==> src/rtl/s_rd_port_arbiter.sv <==
// -----------------------------------------------------------------------------
// s_rd_port_arbiter
//
// Read-port controller for the coefficient/sample memory S. It is shared by
// N_CH requesters. The current instruction selects either a fixed owner (EVP
// or EVB channel) or round-robin sharing. The block registers the S read
// address/enable, tracks reads in flight with a channel-id shift register and
// routes returned data back with a one-hot per-channel valid. A mode change
// drains outstanding reads; the RST opcode flushes them.
//
// Ports
//   clk        in   1               system clock, rising edge
//   rst        in   1               asynchronous active-high reset
//   instr      in   8               [1:0] opcode STP/EVP/EVB/RST, [7] shared
//   req        in   N_CH            per-channel read request (level)
//   addr_flat  in   N_CH*ADDR_W     channel i address at [i*ADDR_W +: ADDR_W]
//   gnt        out  N_CH            one-hot combinational grant
//   addr_err   out  N_CH            registered pulse: granted address >= S_SIZE
//   rd_addr_S  out  ADDR_W          registered S read address
//   rd_en_S    out  1               registered S read enable
//   rd_data_S  in   DATA_W          S read data, MEM_LAT cycles after rd_en_S
//   rdata_out  out  DATA_W          registered returned data (broadcast)
//   rvalid     out  N_CH            one-hot valid qualifying rdata_out
//   busy       out  1               reads in flight or draining
// -----------------------------------------------------------------------------
module s_rd_port_arbiter #(
  parameter int S_SIZE  = 88,
  parameter int N_CH    = 2,
  parameter int DATA_W  = 16,
  parameter int MEM_LAT = 1,
  parameter int EVP_CH  = 0,
  parameter int EVB_CH  = 1,
  localparam int ADDR_W = (S_SIZE > 1) ? $clog2(S_SIZE) : 1
) (
  input  logic                     clk,
  input  logic                     rst,
  input  logic [7:0]               instr,
  input  logic [N_CH-1:0]          req,
  input  logic [N_CH*ADDR_W-1:0]   addr_flat,
  output logic [N_CH-1:0]          gnt,
  output logic [N_CH-1:0]          addr_err,
  output logic [ADDR_W-1:0]        rd_addr_S,
  output logic                     rd_en_S,
  input  logic [DATA_W-1:0]        rd_data_S,
  output logic [DATA_W-1:0]        rdata_out,
  output logic [N_CH-1:0]          rvalid,
  output logic                     busy
);

  localparam int CH_W = (N_CH > 1) ? $clog2(N_CH) : 1;
  localparam logic [CH_W-1:0]   EVP_ID     = CH_W'(EVP_CH);
  localparam logic [CH_W-1:0]   EVB_ID     = CH_W'(EVB_CH);
  localparam logic [ADDR_W:0]   ADDR_LIMIT = (ADDR_W+1)'(S_SIZE);

  typedef enum logic [1:0] {ST_IDLE, ST_GRANT, ST_DRAIN} state_t;
  typedef enum logic [1:0] {MODE_STP, MODE_FIX_EVP, MODE_FIX_EVB, MODE_SHARED} mode_t;

  state_t             r_state, w_state_next;
  mode_t              r_cur_mode, w_mode;
  logic               w_is_rst;
  logic               w_load_mode;
  logic               w_grant_en;

  logic [CH_W-1:0]    r_rr_ptr;
  logic [CH_W-1:0]    w_rr_next;
  logic [CH_W-1:0]    w_sel_id;
  logic               w_gnt_any;
  logic [N_CH-1:0]    w_gnt;
  logic [ADDR_W-1:0]  w_sel_addr;
  logic               w_addr_ok;
  logic               w_issue;

  logic               r_rd_en;
  logic [ADDR_W-1:0]  r_rd_addr;
  logic [CH_W-1:0]    r_rd_id;
  logic [N_CH-1:0]    r_addr_err;
  logic [DATA_W-1:0]  r_rdata;
  logic [N_CH-1:0]    r_rvalid;

  // Stage 0 of the tracking chain is the issue register itself; stages
  // 1..MEM_LAT are the in-flight reads, stage MEM_LAT lines up with rd_data_S.
  logic [MEM_LAT:0]   w_stg_vld;
  logic [CH_W-1:0]    w_stg_id [MEM_LAT+1];
  logic               w_inflight;
  logic [N_CH-1:0]    w_ret_onehot;

  // Instruction bits [6:2] carry nothing for this block.
  logic               w_unused_instr;
  assign w_unused_instr = ^instr[6:2];

  // ---------------------------------------------------------------------------
  // Instruction decode
  // ---------------------------------------------------------------------------
  always_comb begin
    w_mode   = MODE_STP;
    w_is_rst = 1'b0;
    case (instr[1:0])
      2'b01:   w_mode = instr[7] ? MODE_SHARED : MODE_FIX_EVP;
      2'b10:   w_mode = instr[7] ? MODE_SHARED : MODE_FIX_EVB;
      2'b11:   w_is_rst = 1'b1;
      default: w_mode = MODE_STP;
    endcase
  end

  assign w_inflight = |w_stg_vld;

  // ---------------------------------------------------------------------------
  // FSM next state
  // ---------------------------------------------------------------------------
  always_comb begin
    w_state_next = r_state;
    w_load_mode  = 1'b0;
    w_grant_en   = 1'b0;
    if (w_is_rst) begin
      w_state_next = ST_IDLE;
    end else begin
      case (r_state)
        ST_IDLE: begin
          if (w_mode != MODE_STP) begin
            w_load_mode  = 1'b1;
            w_state_next = ST_GRANT;
          end
        end
        ST_GRANT: begin
          // A mode change blocks grants this cycle; outstanding reads finish
          // in DRAIN before the new mode is loaded from IDLE.
          if (w_mode != r_cur_mode) begin
            w_state_next = w_inflight ? ST_DRAIN : ST_IDLE;
          end else begin
            w_grant_en = 1'b1;
          end
        end
        ST_DRAIN: begin
          if (!w_inflight) begin
            w_state_next = ST_IDLE;
          end
        end
        default: w_state_next = ST_IDLE;
      endcase
    end
  end

  // ---------------------------------------------------------------------------
  // Grant selection
  // ---------------------------------------------------------------------------
  always_comb begin
    int idx;
    idx       = 0;
    w_gnt_any = 1'b0;
    w_sel_id  = '0;
    if (w_grant_en) begin
      if (r_cur_mode == MODE_SHARED) begin
        // First requester at or after rr_ptr, wrapping modulo N_CH.
        for (int k = 0; k < N_CH; k++) begin
          idx = int'(r_rr_ptr) + k;
          if (idx >= N_CH) begin
            idx = idx - N_CH;
          end
          if (!w_gnt_any && req[idx]) begin
            w_gnt_any = 1'b1;
            w_sel_id  = CH_W'(idx);
          end
        end
      end else if (r_cur_mode == MODE_FIX_EVP) begin
        w_sel_id  = EVP_ID;
        w_gnt_any = req[EVP_CH];
      end else if (r_cur_mode == MODE_FIX_EVB) begin
        w_sel_id  = EVB_ID;
        w_gnt_any = req[EVB_CH];
      end
    end
  end

  assign w_gnt      = w_gnt_any ? (N_CH'(1) << w_sel_id) : '0;
  assign w_sel_addr = addr_flat[int'(w_sel_id)*ADDR_W +: ADDR_W];
  assign w_addr_ok  = ({1'b0, w_sel_addr} < ADDR_LIMIT);
  assign w_issue    = w_gnt_any & w_addr_ok;
  assign w_rr_next  = (int'(w_sel_id) == N_CH-1) ? '0 : (w_sel_id + CH_W'(1));

  // ---------------------------------------------------------------------------
  // State, issue and return registers
  // ---------------------------------------------------------------------------
  always_ff @(posedge clk or posedge rst) begin
    if (rst) begin
      r_state    <= ST_IDLE;
      r_cur_mode <= MODE_STP;
      r_rr_ptr   <= '0;
      r_rd_en    <= 1'b0;
      r_rd_addr  <= '0;
      r_rd_id    <= '0;
      r_addr_err <= '0;
      r_rdata    <= '0;
      r_rvalid   <= '0;
    end else begin
      r_state <= w_state_next;
      if (w_load_mode) begin
        r_cur_mode <= w_mode;
      end
      // The pointer also advances past a channel whose address was illegal:
      // that request was consumed by the grant.
      if (w_gnt_any && (r_cur_mode == MODE_SHARED)) begin
        r_rr_ptr <= w_rr_next;
      end
      r_rd_en <= w_issue;
      if (w_issue) begin
        r_rd_addr <= w_sel_addr;
        r_rd_id   <= w_sel_id;
      end
      r_addr_err <= (w_gnt_any && !w_addr_ok) ? w_gnt : '0;
      // A flush also suppresses the return whose data is on rd_data_S now.
      if (w_stg_vld[MEM_LAT] && !w_is_rst) begin
        r_rdata  <= rd_data_S;
        r_rvalid <= w_ret_onehot;
      end else begin
        r_rvalid <= '0;
      end
    end
  end

  // ---------------------------------------------------------------------------
  // In-flight tracking chain
  // ---------------------------------------------------------------------------
  assign w_stg_vld[0] = r_rd_en;
  assign w_stg_id[0]  = r_rd_id;

  genvar gi;
  generate
    for (gi = 0; gi < MEM_LAT; gi++) begin : g_pipe
      logic            r_vld;
      logic [CH_W-1:0] r_id;
      always_ff @(posedge clk or posedge rst) begin
        if (rst) begin
          r_vld <= 1'b0;
          r_id  <= '0;
        end else begin
          r_vld <= w_stg_vld[gi] & ~w_is_rst;
          r_id  <= w_stg_id[gi];
        end
      end
      assign w_stg_vld[gi+1] = r_vld;
      assign w_stg_id[gi+1]  = r_id;
    end
  endgenerate

  assign w_ret_onehot = N_CH'(1) << w_stg_id[MEM_LAT];

  // ---------------------------------------------------------------------------
  // Outputs
  // ---------------------------------------------------------------------------
  assign gnt       = w_gnt;
  assign addr_err  = r_addr_err;
  assign rd_addr_S = r_rd_addr;
  assign rd_en_S   = r_rd_en;
  assign rdata_out = r_rdata;
  assign rvalid    = r_rvalid;
  assign busy      = w_inflight | (r_state == ST_DRAIN);

endmodule
==> config.mk <==
export PLATFORM = sky130hd
export DESIGN_NAME = s_rd_port_arbiter
export DESIGN_NICKNAME = d
export VERILOG_FILES = /design/src/rtl/s_rd_port_arbiter.sv
export SDC_FILE = /design/constraint.sdc
export NUM_CORES = 1
export LEC_CHECK = 0
export ABC_AREA = 1
export CORE_UTILIZATION = 39
export CTS_BUF_LIST = sky130_fd_sc_hd__clkbuf_4 sky130_fd_sc_hd__clkbuf_8
export DETAILED_ROUTE_END_ITERATION = 16
export MAX_ROUTING_LAYER = met4
export PLACE_DENSITY = 0.78
export SYNTH_ARGS = -nofsm -noshare
export SYNTH_HDL_FRONTEND = slang
export SYNTH_SLANG_ARGS = --single-unit
==> constraint.sdc <==
create_clock -name clk -period 1.6 [get_ports clk]
set_input_delay 0.16 -clock clk [delete_from_list [all_inputs] [get_ports clk]]
set_output_delay 0.16 -clock clk [all_outputs]
set_load 0.02 [all_outputs]
==> results of run 1 <==
## power groups by stage
stage          combinational, W  sequential, W  clock (W)
6_report                0.00255        0.00149   0.000792
5_1_grt                 0.00270        0.00153   0.000855
3_3_place_gp            0.00196        0.00146          0
2_1_floorplan          0.000639        0.00183          0
3_5_place_dp            0.00201        0.00149          0
4_1_cts                 0.00221        0.00147   0.000800
## routing by layer
metal	track usage, %	vias up	routed length, µm
li1	-	788	-
met2	36.6	106	2740
met4	7.71	0	186
met5	-	-	0
met3	4.05	23	397
met1	23.1	832	1970
## per-stage QoR
step	TNS, ns	util (%)	total power, W	hold WS, ns	cell area (µm²)
final	-3.19	77.2	0.00483	0.282	3130
after global routing	-3.97	77.2	0.00509	0.341	3130
after CTS	-1.56	71.6	0.00449	0.298	2910
after detailed placement	-14.73	64.4	0.00350	0.364	2610
after global placement	-12.76	64.4	0.00342	0.362	2610
after floorplan	0	-	0.00247	0.311	1690
## kinds of logic (layout without fill, tap and decap cells)
family                     count (synthesis)  after routing  synth area share, %
adders and majority gates                  4              4                 2.99
buffers and inverters                     24            137                 6.42
AOI/OAI and AO/OA                          9              9                 4.26
DFF                                       36             36                 53.8
and+or+nand+nor                           86             87                 21.8
muxes                                     16             16                 10.8
## worst min path at each step
stage	start	end	depth (start not counted)	slack, ns
6_report	rst	rdata_out[2]	3	0.28
4_1_cts	rst	rdata_out[3]	3	0.30
5_1_grt	rst	addr_err[1]	3	0.34
2_1_floorplan	rd_data_S[0]	rdata_out[0]	1	0.31
3_5_place_dp	r_rd_id	g_pipe[0].r_id	0	0.36
3_3_place_gp	r_rd_id	g_pipe[0].r_id	0	0.36
## worst register-to-register path, cell delays in order (launching register included)
cell and delay (ns):
dfrtp_1 0.42, nor2_4 0.15, nand2_4 0.08, a21oi_4 0.15, nand4_4 0.13, buf_6 0.16
nand2_2 0.10, o21ai_4 0.08, nand2_4 0.10, nand2_8 0.09, buf_6 0.14, nand3_1 0.09
nand2_1 0.06
## cells in the final DEF, fill, tap and decap left out, types with 3 or more instances in the layout
cell,Yosys,routed
nand2_1,53,32
nand2_2,3,12
buf_6,2,9
nand2_4,0,11
mux2_2,16,16
nand3_2,0,6
clkbuf_8,0,5
buf_4,0,34
dfrtp_1,36,35
clkdlybuf4s50_1,0,61
nor2_1,12,9
o21ai_0,4,4
nand3_4,0,3
nand3_1,15,6
inv_2,0,7
inv_1,19,12
## flip-flops by register name, summed over array words and instances (netlist names)
signal and cells:
r_rd_id 1, g_pipe.r_vld 1, r_rr_ptr 1, rvalid 2, g_pipe.r_id 1, addr_err 2
r_state 2, rdata_out 16, r_cur_mode 2, rd_en_S 1, rd_addr_S 7
## layout make-up
class                           count  area, µm²  share of cell area (%)
Timing Repair Buffer              108       1020                    32.4
Multi-Input combinational cell    116        953                    30.4
Sequential cell                    36        902                    28.8
Inverter                           21       87.6                    2.80
Clock buffer                        6       76.3                    2.44
Tap cell                           50       62.6                    2.00
Clock inverter                      2       35.0                    1.12
## repair_timing
item	CTS	global route
setup endpoints to repair	16	14
setup buffers	6	8
pin swaps	14	19
gates cloned	2	0
gates resized for setup	57	43
==> qor.yml, run 1 <==
syn_nets: 221
cpPeakStageDelay_ns: 0.21
p_clk_share_pct: 16.4
cp_slowest_cell: "clkdlybuf4s15_2"
synth_top_flop_cell: "dfrtp_1"
report.final.setup_viol: 14
antenna_found_initial: 0
crit_family: "simple AND/OR/NAND/NOR gates"
yosys-top-cells-count: "nand2_1 (53), dfrtp_1 (36), inv_1 (19)"
std_cell_rows: 23
clk_latency_ns: 0.28
worstPathArrival_ns: 1.73
ctsHoldBuffers: 0
timing.fmax_mhz: 528
drv_slew: 0
track_usage_pct: 20.8
grt_overflow: 0
root_buffer: "clkbuf_8"
worst-path-stages: 13
p_sw_share_pct: 37.4
numClockSinks: 36
outcome: "complete, but fails checks"
p_comb_share_pct: 52.7
ant_nets: 0
num_io_pins: 73
pwr-share-seq_pct: 30.8
yosys.area.top_type_share_pct: 53.8
worstPathCellList: "clkdlybuf4s15_2 -> inv_2 -> ha_4 -> nand2_1 -> nand2_2 -> nand2_4 -> nand2_4 -> nand3_4 -> nor2_4 -> buf_4 -> nand2_2 -> nor2_1 -> buf_4"
clockBufferDepth: 2
numCtsBuffers: 5
p_sw_w: 0.00180
reg2reg_from: "r_state[1]"
via_per_inst: 5.16
p_per_area_nw_per_um2: 1540
synth_seq_cells: 36
fin_ws_ns: -0.295
drv_cap: 0
netlist_area_um2: 1680
async_flop_share_pct: 100
grt_pass1_wl_um: 6780
end_kind: "output pin"
min_path_type: "in -> async"
place.gp.congestion: 0.829
min_period_over_period_pct: 118
p_int_w: 0.00302
die_w_um: 67.5
grt_pass1_vias: 1567
fp.dieH_um: 67.5
reg2reg_to: "rd_addr_S[1]"
crit_path_max_fanout: 3
core_area_um2: 4060
tightest_slew_ns: 0.442
reg2reg_depth: 12
ir_worst_vdd_mv: 0.827
synthTopCellsByArea: "dfrtp_1 (54%), nand2_1 (12%), mux2_2 (11%)"
cts-htree-levels: 2
dr.pass1.iters: 5
rsz0062_at_grt: "true"
synth_top_cell_by_area: "dfrtp_1"
grt_max_degree: 37
synth_area_per_cell_um2: 9.57
wl_um: 5290
dp_hpwl_um: 2860
wire_per_inst_um: 15.6
drive_gt1_share_pct: 43.3
syn_to_final_growth_pct: 87.0
vias: 1749
fillCellCount: 264
hold_violations: 0
clk_pin_slew_ns: 0.07
ys_seq_area_share_pct: 53.8
dpl_worst_slack_ns: -0.934
start_util_pct: 41.3
yosysUniqueCellTypes: 20
final_cells: 339
violations: "negative setup slack"
drcViolationCount: 0
slew-limit-headroom_pct: 70.5
start_kind: "input port"
final_nets: 334
worst-path-buf-inv: 4
total_leakage_power_nw: 1.47
dieArea_um2: 4560
crit_path_start: "instr[1]"
dp.cells: 316
required_ns: 1.44
crit_end: "gnt[1]"
crit_type: "in -> out"
synth.most_common_cell: "nand2_1"
synthCells: 175
fin_worst_skew_ns: 0.0115
r2r_setup_slack_ns: -0.26
n_antenna_cell: 0
drtIter0Drc: 76
synth_edf_count: 0
io_buffers: 67
layout_min_cycle_time_ns: 1.89
ys_warn_count: 0
cts_tree: "done"
No activity file was read; power rests on OpenSTA's default activity.
==> run 2, diff against run 1 <==
==> constraint.sdc (replaced) <==
create_clock -name clk -period 1.6 [get_ports clk]
set_input_delay 0.16 -clock clk [delete_from_list [all_inputs] [get_ports clk]]
set_output_delay 0.16 -clock clk [all_outputs]
set_load 0.005 [all_outputs]
==> qor.yml, run 2 (synthesized netlist as in run 1, its figures left out) <==
p_per_area_nw_per_um2: 1510  # -2.0%
final_nets: 328  # -1.8%
p_int_w: 0.00327  # +8.1%
fin_ws_ns: -0.185  # +0.110 ns
num_io_pins: 73  # unchanged
grt_overflow: 0  # unchanged
grt_max_degree: 37  # unchanged
dieArea_um2: 4560  # unchanged
cts_tree: "done"
outcome: "complete, but fails checks"
violations: "negative setup slack"
hold_violations: 0  # unchanged
track_usage_pct: 21.1  # +0.30 points
dr.pass1.iters: 4  # -1
cts-htree-levels: 2  # unchanged
io_buffers: 67  # unchanged
ant_nets: 0  # unchanged
grt_pass1_vias: 1557  # -0.64%
vias: 1566  # -10%
fin_area_um2: 3030  # -3.2%
p_clk_share_pct: 24.0  # +7.6 points
min_period_over_period_pct: 112  # -6.9 points
numCtsBuffers: 5  # unchanged
core_area_um2: 4060  # unchanged
place_area_um2: 2590  # -0.86%
p_comb_share_pct: 43.6  # -9.1 points
drv_cap: 0  # unchanged
total_power_w: 0.00458  # -5.1%
clk_latency_ns: 0.28  # about the same
dpl_worst_slack_ns: -0.899  # +0.0352 ns
fin_worst_skew_ns: 0.00639  # -0.00508 ns
drive_gt1_share_pct: 40.6  # -2.6 points
wire_per_inst_um: 12.8  # -18%
fp.dieH_um: 67.5  # unchanged
ir_worst_vdd_mv: 0.924  # +12%
fillCellCount: 286  # +8.3%
wl_um: 4260  # -19%
largest_reg_flops: 16  # unchanged
rsz0062_at_grt: "true"
timing.fmax_mhz: 560  # +6.2%
report.final.setup_viol: 14  # unchanged
place.gp.congestion: 0.878  # +5.9%
numClockSinks: 36  # unchanged
p_sw_w: 0.00131  # -27%
fin_util_pct: 74.8  # -2.4 points
fin_setup_tns_ns: -1.87  # +1.31 ns
required_ns: 1.77  # +0.33 ns
crit_path_max_fanout: 6  # +3
start_kind: "flop"
layout_min_cycle_time_ns: 1.78  # -0.110 ns
die_w_um: 67.5  # unchanged
via_per_inst: 4.70  # -8.8%
drv_slew: 0  # unchanged
worstPathArrival_ns: 1.96  # +0.23 ns
total_leakage_power_nw: 1.44  # -2.0%
end_kind: "flop"
root_buffer: "clkbuf_8"
tightest_slew_ns: 0.445  # +0.00260 ns
p_sw_share_pct: 28.7  # -8.7 points
antenna_found_initial: 0  # unchanged
crit_type: "reg -> reg"
dp_hpwl_um: 2650  # -7.4%
final_common_cell: "clkdlybuf4s50_1"
drcViolationCount: 0  # unchanged
min_path_type: "in -> async"
syn_to_final_growth_pct: 81.1
drtIter0Drc: 43  # -43%
grt_pass1_wl_um: 6760  # -0.40%
slew-limit-headroom_pct: 70.3  # -0.17 points
clockBufferDepth: 2  # unchanged
n_antenna_cell: 0  # unchanged
clk_pin_slew_ns: 0.07  # about the same
pwr-share-seq_pct: 32.4  # +1.6 points
start_util_pct: 41.3  # unchanged
std_cell_rows: 23  # unchanged
final_cell_mix: "clkdlybuf4s50_1 (61), nand2_1 (40), dfrtp_1 (34)"
==> run 2: cell count changes in the layout (fill, tap and decap cells not counted), sizes merged <==
cell	previous run	this run
buf	44	40
bufinv	1	3
clkbuf	6	5
clkdlybuf4s15	1	0
inv	20	19
nand2	57	56
==> run 2: stage by stage <==
step                cells  hold slack [ns]
finish                333            0.285
global route          333            0.349
CTS                   332            0.293
detailed placement    313            0.370
global placement      313            0.364
floorplan             175            0.311
==> run 2: layout make-up <==
type / instances / area, µm² / area share [%]
inverters: 21 / 88.8 / 2.93
clock buffers: 5 / 68.8 / 2.27
multi-input cells: 115 / 860 / 28.3
clock inverters: 3 / 90.1 / 2.97
repair buffers: 103 / 961 / 31.7
flip-flops and latches: 36 / 903 / 29.8
well taps: 50 / 62.6 / 2.06
==> run 2: metal layers <==
layer	share of wire (%)	global-route usage [%]
met1	43	24.3
met5	0	-
met4	1.5	8.78
met3	6.9	5.91
met2	49	34.4
==> run 2: final timing paths <==
path / start / endpoint / slack [ns] / cells past startpoint
worst max-delay path: r_state[1] / rd_addr_S[4] / -0.18 / 14
worst min-delay path: rst / addr_err[0] / 0.28 / 3
worst max register to register: r_state[1] / rd_addr_S[4] / -0.18 / 14
worst min register to register: r_rd_id / g_pipe[0].r_id / 0.38 / 0
max in group asynchronous: rst / r_cur_mode[0] / 0.99 / 3
min in group clk: instr[1] / r_state[0] / 0.36 / 4
==> run 2: critical path, stage by stage (launching register included) <==
cell and delay (ns):
dfrtp_1 0.41, nor2_4 0.15, nand2_4 0.08, inv_2 0.08, nand3_4 0.07, nor2_4 0.12
buf_6 0.13, nand3_2 0.07, nand2_2 0.08, nand2_2 0.06, nand2_2 0.08, nand2_4 0.07
buf_6 0.14, nand3_2 0.06, nand2_1 0.06
==> run 2: what timing repair did <==
item                                   4_1_cts  5_1_grt
resized for setup                           70        9
endpoints found under the hold margin        0        0
cloned                                       0        0
pin swaps                                   22        5
hold buffers                                 0        0
buffers inserted                            11        1
setup endpoints to repair                   15       14
==> run 2: power by group through the flow <==
stage | sequential [W] | clock (W) | combinational (W)
finish | 0.00148 | 0.00110 | 0.00200
global route | 0.00153 | 0.00116 | 0.00218
CTS | 0.00148 | 0.00112 | 0.00190
detailed placement | 0.00148 | 0 | 0.00162
global placement | 0.00146 | 0 | 0.00159
floorplan | 0.00149 | 0 | 0.000631
